<file path="src/rtl/spi_psram_responder.sv">
// Cache backing-port responder that turns each cache request into SPI mode-0 PSRAM frames
// (0x03 word read, 0x02 word or per-byte write), one request in flight at a time.
module spi_psram_responder #(
  parameter int CLK_DIV        = 1,
  parameter int CS_HIGH_CYCLES = 2,
  parameter int ADDR_BITS      = 24
) (
  input  logic        clk,
  input  logic        reset,
  input  logic [31:0] cache_addr_i,
  input  logic [31:0] cache_din_i,
  input  logic [3:0]  cache_wmask_i,
  input  logic        cache_valid_i,
  output logic [31:0] cache_dout_o,
  output logic        cache_ready_o,
  output logic        spi_cs_n,
  output logic        spi_sclk,
  output logic        spi_mosi,
  input  logic        spi_miso
);

  localparam int FW = 8 + ADDR_BITS + 32;
  localparam int EW = $clog2(2 * FW + 1);
  localparam int DW = $clog2(CLK_DIV + 1);
  localparam int GW = $clog2(CS_HIGH_CYCLES + 1);

  typedef enum logic [2:0] {IDLE, PLAN, SHIFT, FRAME_END, DONE, GAP} state_t;

  state_t                 state_r;
  logic [ADDR_BITS-1:0]   addr_r;
  logic [31:0]            din_r;
  logic [3:0]             pend_r;
  logic                   is_read_r;
  logic [FW-1:0]          sh_r;
  logic [31:0]            rx_r;
  logic [EW-1:0]          edges_r;
  logic [DW-1:0]          div_r;
  logic [GW-1:0]          gap_r;

  logic [1:0]             idx_s;
  logic [7:0]             byte_s;
  logic [ADDR_BITS-1:0]   addr_word_s;
  logic [FW-1:0]          frame_s;
  logic [EW-1:0]          edges_s;
  logic [3:0]             rest_s;
  logic                   unused_addr_s;

  assign unused_addr_s = ^cache_addr_i[31:ADDR_BITS];

  function automatic logic [1:0] lowest_idx(input logic [3:0] m);
    logic [1:0] idx;
    casez (m)
      4'b???1: idx = 2'd0;
      4'b??10: idx = 2'd1;
      4'b?100: idx = 2'd2;
      4'b1000: idx = 2'd3;
      default: idx = 2'd0;
    endcase
    return idx;
  endfunction

  // Frame builder: word read, full-word write, or the lowest pending byte of a partial write.
  always_comb begin
    idx_s       = lowest_idx(pend_r);
    byte_s      = din_r[{idx_s, 3'b000} +: 8];
    addr_word_s = {addr_r[ADDR_BITS-1:2], 2'b00};
    frame_s     = '0;
    edges_s     = '0;
    rest_s      = 4'b0000;
    if (is_read_r) begin
      frame_s = {8'h03, addr_word_s, 32'h0000_0000};
      edges_s = EW'(2 * FW);
    end else if (pend_r == 4'b1111) begin
      frame_s = {8'h02, addr_word_s, din_r[7:0], din_r[15:8], din_r[23:16], din_r[31:24]};
      edges_s = EW'(2 * FW);
    end else begin
      frame_s = {8'h02, addr_r[ADDR_BITS-1:2], idx_s, byte_s, 24'h00_0000};
      edges_s = EW'(2 * (ADDR_BITS + 16));
      rest_s  = pend_r & ~(4'b0001 << idx_s);
    end
  end

  // Request FSM and SPI shifter; all pad and cache outputs are registered here.
  always_ff @(posedge clk) begin
    if (reset) begin
      state_r       <= IDLE;
      addr_r        <= '0;
      din_r         <= 32'h0000_0000;
      pend_r        <= 4'b0000;
      is_read_r     <= 1'b0;
      sh_r          <= '0;
      rx_r          <= 32'h0000_0000;
      edges_r       <= '0;
      div_r         <= '0;
      gap_r         <= '0;
      cache_dout_o  <= 32'h0000_0000;
      cache_ready_o <= 1'b0;
      spi_cs_n      <= 1'b1;
      spi_sclk      <= 1'b0;
      spi_mosi      <= 1'b0;
    end else begin
      case (state_r)
        IDLE: begin
          cache_ready_o <= 1'b0;
          if (cache_valid_i) begin
            addr_r    <= cache_addr_i[ADDR_BITS-1:0];
            din_r     <= cache_din_i;
            pend_r    <= cache_wmask_i;
            is_read_r <= (cache_wmask_i == 4'b0000);
            state_r   <= PLAN;
          end
        end
        PLAN: begin
          spi_cs_n <= 1'b0;
          spi_sclk <= 1'b0;
          spi_mosi <= frame_s[FW-1];
          sh_r     <= frame_s << 1;
          edges_r  <= edges_s;
          pend_r   <= rest_s;
          div_r    <= '0;
          state_r  <= SHIFT;
        end
        SHIFT: begin
          if (div_r == DW'(CLK_DIV - 1)) begin
            div_r    <= '0;
            spi_sclk <= ~spi_sclk;
            edges_r  <= edges_r - EW'(1);
            if (!spi_sclk) begin
              rx_r <= {rx_r[30:0], spi_miso};
            end else if (edges_r == EW'(1)) begin
              // Last falling edge: park MOSI low while CS is about to rise.
              spi_mosi <= 1'b0;
              state_r  <= FRAME_END;
            end else begin
              spi_mosi <= sh_r[FW-1];
              sh_r     <= sh_r << 1;
            end
          end else begin
            div_r <= div_r + DW'(1);
          end
        end
        FRAME_END: begin
          spi_cs_n <= 1'b1;
          gap_r    <= '0;
          if (pend_r == 4'b0000) begin
            cache_ready_o <= 1'b1;
            if (is_read_r) begin
              cache_dout_o <= {rx_r[7:0], rx_r[15:8], rx_r[23:16], rx_r[31:24]};
            end
            state_r <= DONE;
          end else begin
            state_r <= GAP;
          end
        end
        DONE: begin
          cache_ready_o <= 1'b0;
          state_r       <= GAP;
        end
        GAP: begin
          if (gap_r == GW'(CS_HIGH_CYCLES - 1)) begin
            state_r <= (pend_r != 4'b0000) ? PLAN : IDLE;
          end else begin
            gap_r <= gap_r + GW'(1);
          end
        end
        default: begin
          state_r       <= IDLE;
          cache_ready_o <= 1'b0;
          spi_cs_n      <= 1'b1;
          spi_sclk      <= 1'b0;
          spi_mosi      <= 1'b0;
        end
      endcase
    end
  end

endmodule
</file>
<file path="config.mk">
export PLATFORM = sky130hd
export DESIGN_NAME = spi_psram_responder
export DESIGN_NICKNAME = d
export VERILOG_FILES = /design/src/rtl/spi_psram_responder.sv
export SDC_FILE = /design/constraint.sdc
export NUM_CORES = 1
export LEC_CHECK = 0
export BUFFER_PORTS_ARGS = -buffer_cell sky130_fd_sc_hd__buf_2
export CORE_UTILIZATION = 35
export CTS_CLUSTER_DIAMETER = 200
export DETAILED_ROUTE_END_ITERATION = 6
export SLEW_MARGIN = 10
export SYNTH_ARGS = -nofsm -noshare
export SYNTH_HDL_FRONTEND = slang
export SYNTH_SLANG_ARGS = --single-unit
export TNS_END_PERCENT = 5
</file>
<file path="constraint.sdc">
create_clock -name clk -period 4.9 [get_ports clk]
set_input_delay 0.49 -clock clk [delete_from_list [all_inputs] [get_ports clk]]
set_output_delay 0.49 -clock clk [all_outputs]
set_load 0.02 [all_outputs]
</file>
Word level (Yosys, flattened, before mapping) --
Index checks and enable logic that the tools add are counted.
Word-level totals: input port bits 72, register bits after elaboration 207
Cells by class: shift operators 2, add/sub/neg operators 3, reductions and logical operators 21, equality and inequality tests 19, multiplexer cells 36, bitwise gates (word level) 6
Operators with widths (number):
- 64-bit 2-to-1 mux | 3
- 64-bit one-hot mux with 2 select lines | 1
- 57-bit 2-to-1 mux | 1
- 34-bit 2-to-1 mux | 1
- 32-bit by 6-bit indexed part select with 8-bit output | 1
- 8-bit 2-to-1 mux | 3
- 3-bit one-hot mux with 6 select lines | 1
- 2-bit inequality test (second input constant) | 8
- 8-bit one-hot mux with 2 select lines | 1
- 3-bit 2-to-1 mux | 5
- 4-bit 2-to-1 mux | 3
- 2-bit AND reduction | 6
- 3-bit equality test (second input constant) | 3
- 3-bit AND reduction | 3
- 4-bit equality test (second input constant) | 2
- 8-bit by 1-bit equality test with 1-bit output (second input constant) | 1
- 4-bit zero test | 2
- 1-bit 2-to-1 mux | 8
- 1-bit one-hot mux with 2 select lines | 4
- 4-bit one-hot mux with 2 select lines | 1
- 4-bit OR reduction | 2
- 8-bit by 1-bit subtractor with 8-bit output (second input constant) | 1
- 3-bit by 2-bit equality test with 1-bit output (second input constant) | 2
- 2-bit one-hot mux with 3 select lines | 1
- other kinds (18) | 23

Depth between registers and ports, before layout --
Gate-level depths: netlist of run 1.
depth in word-level cells 8, mapped depth 8

Worst setup path before layout of run 1 --
OpenSTA, ideal clock, no wires.
path kind flip-flop to flip-flop, start register edges_r[0], end register sh_r[10], path buffers 2, cell stages (with the launch flop) 8, setup slack 2976 ps, data required time 4754 ps, data arrival time 1778 ps, cell sequence dfxtp_1 -> ha_1 -> or3b_2 -> o211a_1 -> buf_2 -> buf_2 -> nor3_1 -> a211oi_2
On the way: longest elaborated chain between the ends 3
Ends and longest elaborated chain:
- from (decl) | RTL line 36 | logic [EW-1:0] edges_r;
- from (signal assigned) | RTL line 118 | edges_r <= edges_s;
- from (signal assigned) | RTL line 127 | edges_r <= edges_r - EW'(1);
- 8-bit by 1-bit equality test with 1-bit output | RTL line 130 | end else if (edges_r == EW'(1)) begin
- 2-bit inequality test (no source line)
- 4-bit AND reduction (no source line)
- to (signal assigned) | RTL line 117 | sh_r <= frame_s << 1;
- to (signal assigned) | RTL line 136 | sh_r <= sh_r << 1;
- to (decl) | RTL line 34 | logic [FW-1:0] sh_r;
No other way between the ends. A chain may end at the register's enable or synchronous reset.

Final worst setup path of run 1 --
start register state_r[1], end register sh_r[38]
On the way: longest elaborated chain between the ends 3
Ends and longest elaborated chain:
- from (decl) | RTL line 29 | state_t state_r;
- from (signal assigned) | RTL line 161 | state_r <= (pend_r != 4'b0000) ? PLAN : IDLE;
- 3-bit by 2-bit equality test with 1-bit output or 3-bit by 1-bit equality test with 1-bit output (tied branches) | RTL line 102 | case (state_r)
- 2-bit inequality test (no source line) or 2-bit nonzero test (tied branches)
- 4-bit AND reduction (no source line)
Parallel ways exist; a longest one is shown, timed or not.

==> results.md, run 1 <==
- Drt initial violations: 525
- Grt ovf: 0
- Worst VDD drop: 0.0002304 V
- Clock Sinks: 203
- Post-layout minimum cycle time: 3.161 ns
- Syn avg cell area: 8.102 sq um
- Hold Crit Class: input port to flop
- PortBufs: 97
- Max Cap Viol: 0
- Arrival @ worst endpoint: 3.57 ns
- CORE AREA: 23680 sq um
- Top cells by area, synth: dfxtp_1 (48%), nand2_1 (13%), a21oi_1 (8.1%)
- Die W: 157.9 um
- Pre-CTS setup slack: 1.807 ns
- DR vias/cell: 5.147
- Die height: 157.9 um
- Commonest cells post-synth: nand2_1 (300), dfxtp_1 (203), a21oi_1 (137)
- Number of synthesized flops with an enable pin: 0
- Root buf cell: clkbuf_16
- Flops & latches, synth: 203
- IO Pins: 108
- Final net count: 1162
- Count of final hold-check violations: 0
- Residual DRC: 0
- Largest area contributor in the netlist: dfxtp_1
- Clock Latency Late Sink: 0.51 ns
- Slew Viols, Final: 0
- Syn_nets: 1125
- Die area: 24930 sq um
- Min setup slack post-route: 1.739 ns
- RSZ-0062 raised after global routing: no
- Final setup violation count: 0
- Status: finished, final reports clean
- Drt pass-1 iters: 5
- Initial antenna violation count: 3
- Setup TNS: 0 ns
- Num rows: 56
- Skew final: 0.01891 ns
- Htree depth: 1
- Most used DFF post-synth: dfxtp_1
- Hold slack: 0.2067 ns
- Cts bufs inserted: 23
- Synth cell types: 49
- Period utilization: 64.50%
- Slew margin rel.: 21.31%
- Worst slew pin tran: 1.180 ns
- Seq/Total Area, Yosys: 47.77%
- Layout cells sized above 1: 17.66%
- Fmax: 0.3164 GHz
- Lkg Pwr: 0.003416 uW
- Post-CTS setup repair buffer count: 0
- Post-Synthesis Cells: 1050
- Vias in the first global route: 6908
- Drt wl/cell: 14.88 um
- Max Fanout on Critical Path: 46
- Total chip power: 4366 uW
- Critical Path End Type: flop
- Detail Placement HPWL: 12840 um
- CTS Hold Buffers Added: 0
- Count leader, synth: nand2_1
- Share of the synthesized area in the top cell type: 47.77%
- Startpoint types: flop
- Via count: 7335
- Synth warn: 0
- Power per cell area: 441.9 nW/um^2
- Synthesis-to-layout area growth: 16.15%
- Tot GR Track Use: 17.22%
- Worst path required time: 5.31 ns
- # resized after CTS: 0
- Asr flop ratio synth: 0%
- CP Class: flop to flop
- Clock tree buffer depth: 3
- Mapped Area: 8507 sq um
- Initial core utilization: 35.92%
- Antenna Nets Post-Route: 0
- CTS tree: yes
- Largest net degree at the start of global routing: 116
- Final GP Congestion: 0.7669
- DRT Wirelength: 21200 um
- # fillers: 2519
- First-pass GRT wire length: 35160 um
- Worst-path clk slew: 0.06 ns
==> metal layers <==
metal	up-vias	part of all wire (%)	routed length, um	track usage (%)
li1	3743	-	-	-
met1	3442	48	10150	23.42
met2	121	45	9596	27.54
met3	27	5.4	1137	3.887
met4	2	1.5	314	3.930
met5	-	0.038	8	0
==> sequential cells by signal, summed over array words and instances, names as in the netlist <==
| name | cells |
|---|---|
| addr_r | 22 |
| cache_dout_o | 32 |
| cache_ready_o | 1 |
| din_r | 32 |
| edges_r | 8 |
| gap_r | 2 |
| is_read_r | 1 |
| pend_r | 4 |
| rx_r | 32 |
| sh_r | 63 |
| spi_cs_n | 1 |
| spi_mosi | 1 |
| spi_sclk | 1 |
| state_r | 3 |
==> area by class of cell <==
class,instances,area [sq um],area share (%)
inverters,7,26.28,0.2659
diodes,2,5.005,0.05065
well taps,319,399.1,4.040
multi-input cells,740,4018,40.66
repair buffers,112,604.3,6.116
clock inverters,11,98.84,1.000
clock buffers,31,665.6,6.737
flip-flops and latches,203,4064,41.13
==> worst max-delay path, cell delays in order (launching register included) <==
cell and delay [ns]:
dfxtp_1 0.80, nor3b_4 0.31, buf_4 0.48, o211a_2 0.74
buf_4 0.34, nor3_1 0.07, a311oi_1 0.29
==> layout by cell type (no fill, tap or decap), types with 3 or more instances in the layout <==
cell type and n:
a211oi_1 4, a211oi_2 30, a21oi_1 137, a22oi_1 27, a311oi_1 24, a32oi_1 8
buf_2 96, buf_4 15, clkbuf_16 23, clkbuf_8 6, clkinv_2 4, clkinvlp_4 3
dfxtp_1 203, ha_1 3, inv_1 7, mux2i_1 3, nand2_1 300, nand3_1 8
nand4_1 7, nor2_1 32, nor2b_1 11, nor3_1 60, nor3b_1 15, nor4_1 5
o211ai_1 4, o21ai_0 14, o31ai_1 8, or3_1 5
==> final timing paths <==
path                            slack, ns              from  depth (start not counted)              end
worst max-delay path                 1.74        state_r[1]                          6         sh_r[38]
worst min-delay path                 0.21  cache_addr_i[11]                          3       addr_r[11]
worst max register to register       1.74        state_r[1]                          6         sh_r[38]
worst min register to register       0.45   cache_dout_o[7]                          2  cache_dout_o[7]
==> kinds of logic (layout without fill, tap and decap cells) <==
group | count (synthesis) | in the layout | share of synthesized area [%]
other | 0 | 2 | 0
adders and majority gates | 3 | 3 | 0.4413
muxes | 5 | 5 | 0.6177
DFF | 203 | 203 | 47.77
AOI/OAI and AO/OA | 267 | 267 | 21.61
and+or+nand+nor | 465 | 465 | 24.19
buffers and inverters | 107 | 161 | 5.368
==> report_power, final <==
part	switching, uW	total [uW]	leakage (uW)	internal [uW]
Sequential	135	1940	0.00165	1810
Clock	692	1700	0.000372	1010
Combinational	442	721	0.00139	279
Total	1270	4370	0.00342	3100
==> per-stage QoR <==
stage,cell area (sq um),instances,util [%]
after floorplan,8507,1050,-
after global placement,9111,1381,38.47
after detailed placement,9111,1381,38.47
after CTS,9876,1423,41.70
after global routing,9876,1423,41.70
final,9881,1425,41.72
Power figures use the tool's default switching activity.
==> run 2: changes to the inputs <==
- clock period: 4.9 -> 3.1 ns (I/O delays scaled with it)
==> run 2 against run 1 <==
- global-route usage is 0.26 points lower
- cell count is 0.14% higher
- largest power group unchanged
- sequential share of layout area is 0.12 points lower
- combinational power is 65% higher
==> results.md, run 2 (synthesis gave the netlist of run 1 again) <==
- Slew margin rel.: 43.71% (was 21.31%)
- Commonest non-fill, non-tap cell in the layout: nand2_1 (unchanged)
- Final GP Congestion: 0.7824 (was 0.7669)
- DR vias/cell: 5.226 (was 5.147)
- Clock tree buffer depth: 3 (unchanged)
- Detail Placement HPWL: 13280 um (was 12840 um)
- Max Cap Viol: 0 (unchanged)
- DRT Wirelength: 21340 um (was 21200 um)
- Skew final: 0.01303 ns (was 0.01891 ns)
- Num rows: 56 (unchanged)
- RSZ-0062 raised after global routing: no (unchanged)
- Layout cells sized above 1: 17.72% (was 17.66%)
- IO Pins: 108 (unchanged)
- Final setup violation count: 0 (unchanged)
- Die W: 157.9 um (unchanged)
- Critical Path End Type: flop (unchanged)
- Max reg flops: 63 (unchanged)
- Startpoint types: flop (unchanged)
- Multi-input combinational cell area: 4018 sq um (unchanged)
- Die height: 157.9 um (unchanged)
- Tot GR Track Use: 16.96% (was 17.22%)
- Slew Viols, Final: 0 (unchanged)
- Die area: 24930 sq um (unchanged)
- Post-CTS setup repair buffer count: 0 (unchanged)
- Drt wl/cell: 14.95 um (was 14.88 um)
- Largest net degree at the start of global routing: 94 (was 116)
- CORE AREA: 23680 sq um (unchanged)
- Antenna Nets Post-Route: 0 (unchanged)
- Initial antenna violation count: 2 (was 3)
- Drt pass-1 iters: 4 (was 5)
- Synthesis-to-layout area growth: 16.49% (was 16.15%)
- Non-Filler Instances: 1427 (was 1425)
- First-pass GRT wire length: 34530 um (was 35160 um)
- Clock Sinks: 203 (unchanged)
- Worst path required time: 3.51 ns (was 5.31 ns)
- Htree depth: 1 (unchanged)
- Vias in the first global route: 6778 (was 6908)
- Clock Latency Late Sink: 0.50 ns (was 0.51 ns)
- Arrival @ worst endpoint: 2.87 ns (was 3.57 ns)
- Worst slew pin tran: 0.8432 ns (was 1.180 ns)
- Drt initial violations: 475 (was 525)
- Initial core utilization: 35.92% (unchanged)
- Hold Crit Class: input port to flop (unchanged)
- CTS tree: yes (unchanged)
- Worst-path clk slew: 0.06 ns (about the same)
- Fmax: 0.4068 GHz (was 0.3164 GHz)
- Final net count: 1170 (was 1162)
- FF/Latch Area: 4064 sq um (unchanged)
- Period utilization: 79.31% (was 64.50%)
- CTS Hold Buffers Added: 0 (unchanged)
- Post-layout minimum cycle time: 2.458 ns (was 3.161 ns)
- Worst VDD drop: 0.0003675 V (was 0.0002304 V)
- Max Fanout on Critical Path: 37 (was 46)
- Grt ovf: 0 (unchanged)
- Residual DRC: 0 (unchanged)
- Count of final hold-check violations: 0 (unchanged)
- Status: finished, final reports clean (unchanged)
- # resized after CTS: 0 (unchanged)
- Setup TNS: 0 ns (unchanged)
- Power per cell area: 677.7 nW/um^2 (was 441.9 nW/um^2)
- CP Class: flop to flop (unchanged)
- DP Cell Count: 1390 (was 1381)
- Lkg Pwr: 0.003442 uW (was 0.003416 uW)
- PortBufs: 97 (unchanged)
- Cts bufs inserted: 22 (was 23)
- Root buf cell: clkbuf_16 (unchanged)
- Biggest register: sh_r (unchanged)
- Final core utilization: 41.84% (was 41.72%)
- # fillers: 2465 (was 2519)
- Most frequent cells in the layout: nand2_1 (300), dfxtp_1 (203), a21oi_1 (137) (unchanged)
- Via count: 7458 (was 7335)
run 2: power breakdown:
group          internal [uW]  total [uW]  switching, uW  leakage (uW)
combinational            469        1190            725       0.00145
clock                   1460        2470           1020      0.000339
sequential              2860        3050            191       0.00165
total                   4780        6720           1930       0.00344
run 2: through the flow:
stage	total power, uW	worst slack [ns]	instance area (sq um)	hold slack [ns]
2_1_floorplan	3994	1.176	8507	0.4321
3_3_place_gp	4278	0.7037	9229	0.4398
3_5_place_dp	4305	0.6510	9229	0.4439
4_1_cts	6806	0.6378	9905	0.02057
5_1_grt	7049	0.4774	9905	0.02746
6_report	6715	0.6415	9910	0.04001
run 2: area by class of cell:
type                    instances  area share (%)
inverters                       7          0.2652
diodes                          2         0.05051
clock buffers                  31           6.616
clock inverters                 4          0.2020
well taps                     319           4.028
repair buffers                121           7.285
multi-input cells             740           40.54
flip-flops and latches        203           41.01
run 2: critical path, cell delays in order, from the launching register on:
cell	delay (ns)
dfxtp_1	0.44
ha_1	0.17
or3b_2	0.50
o211ai_4	0.30
nand2_2	0.38
buf_12	0.33
a311oi_1	0.23
run 2: worst paths after layout:
check                   startpoint         endpoint  slack (ns)  cells after the start
setup / recovery        edges_r[0]         sh_r[37]        0.64                      6
hold / removal    cache_addr_i[14]       addr_r[14]        0.04                      3
setup reg to reg        edges_r[0]         sh_r[37]        0.64                      6
hold reg to reg    cache_dout_o[6]  cache_dout_o[6]        0.45                      2
run 2: per-layer routing:
metal | vias to the layer above | part of all wire (%) | GRT usage (%)
met5 | - | 0.037 | 0
li1 | 3745 | - | -
met4 | 2 | 2.2 | 5.039
met1 | 3539 | 47 | 23.24
met3 | 32 | 5.6 | 3.805
met2 | 140 | 45 | 26.43
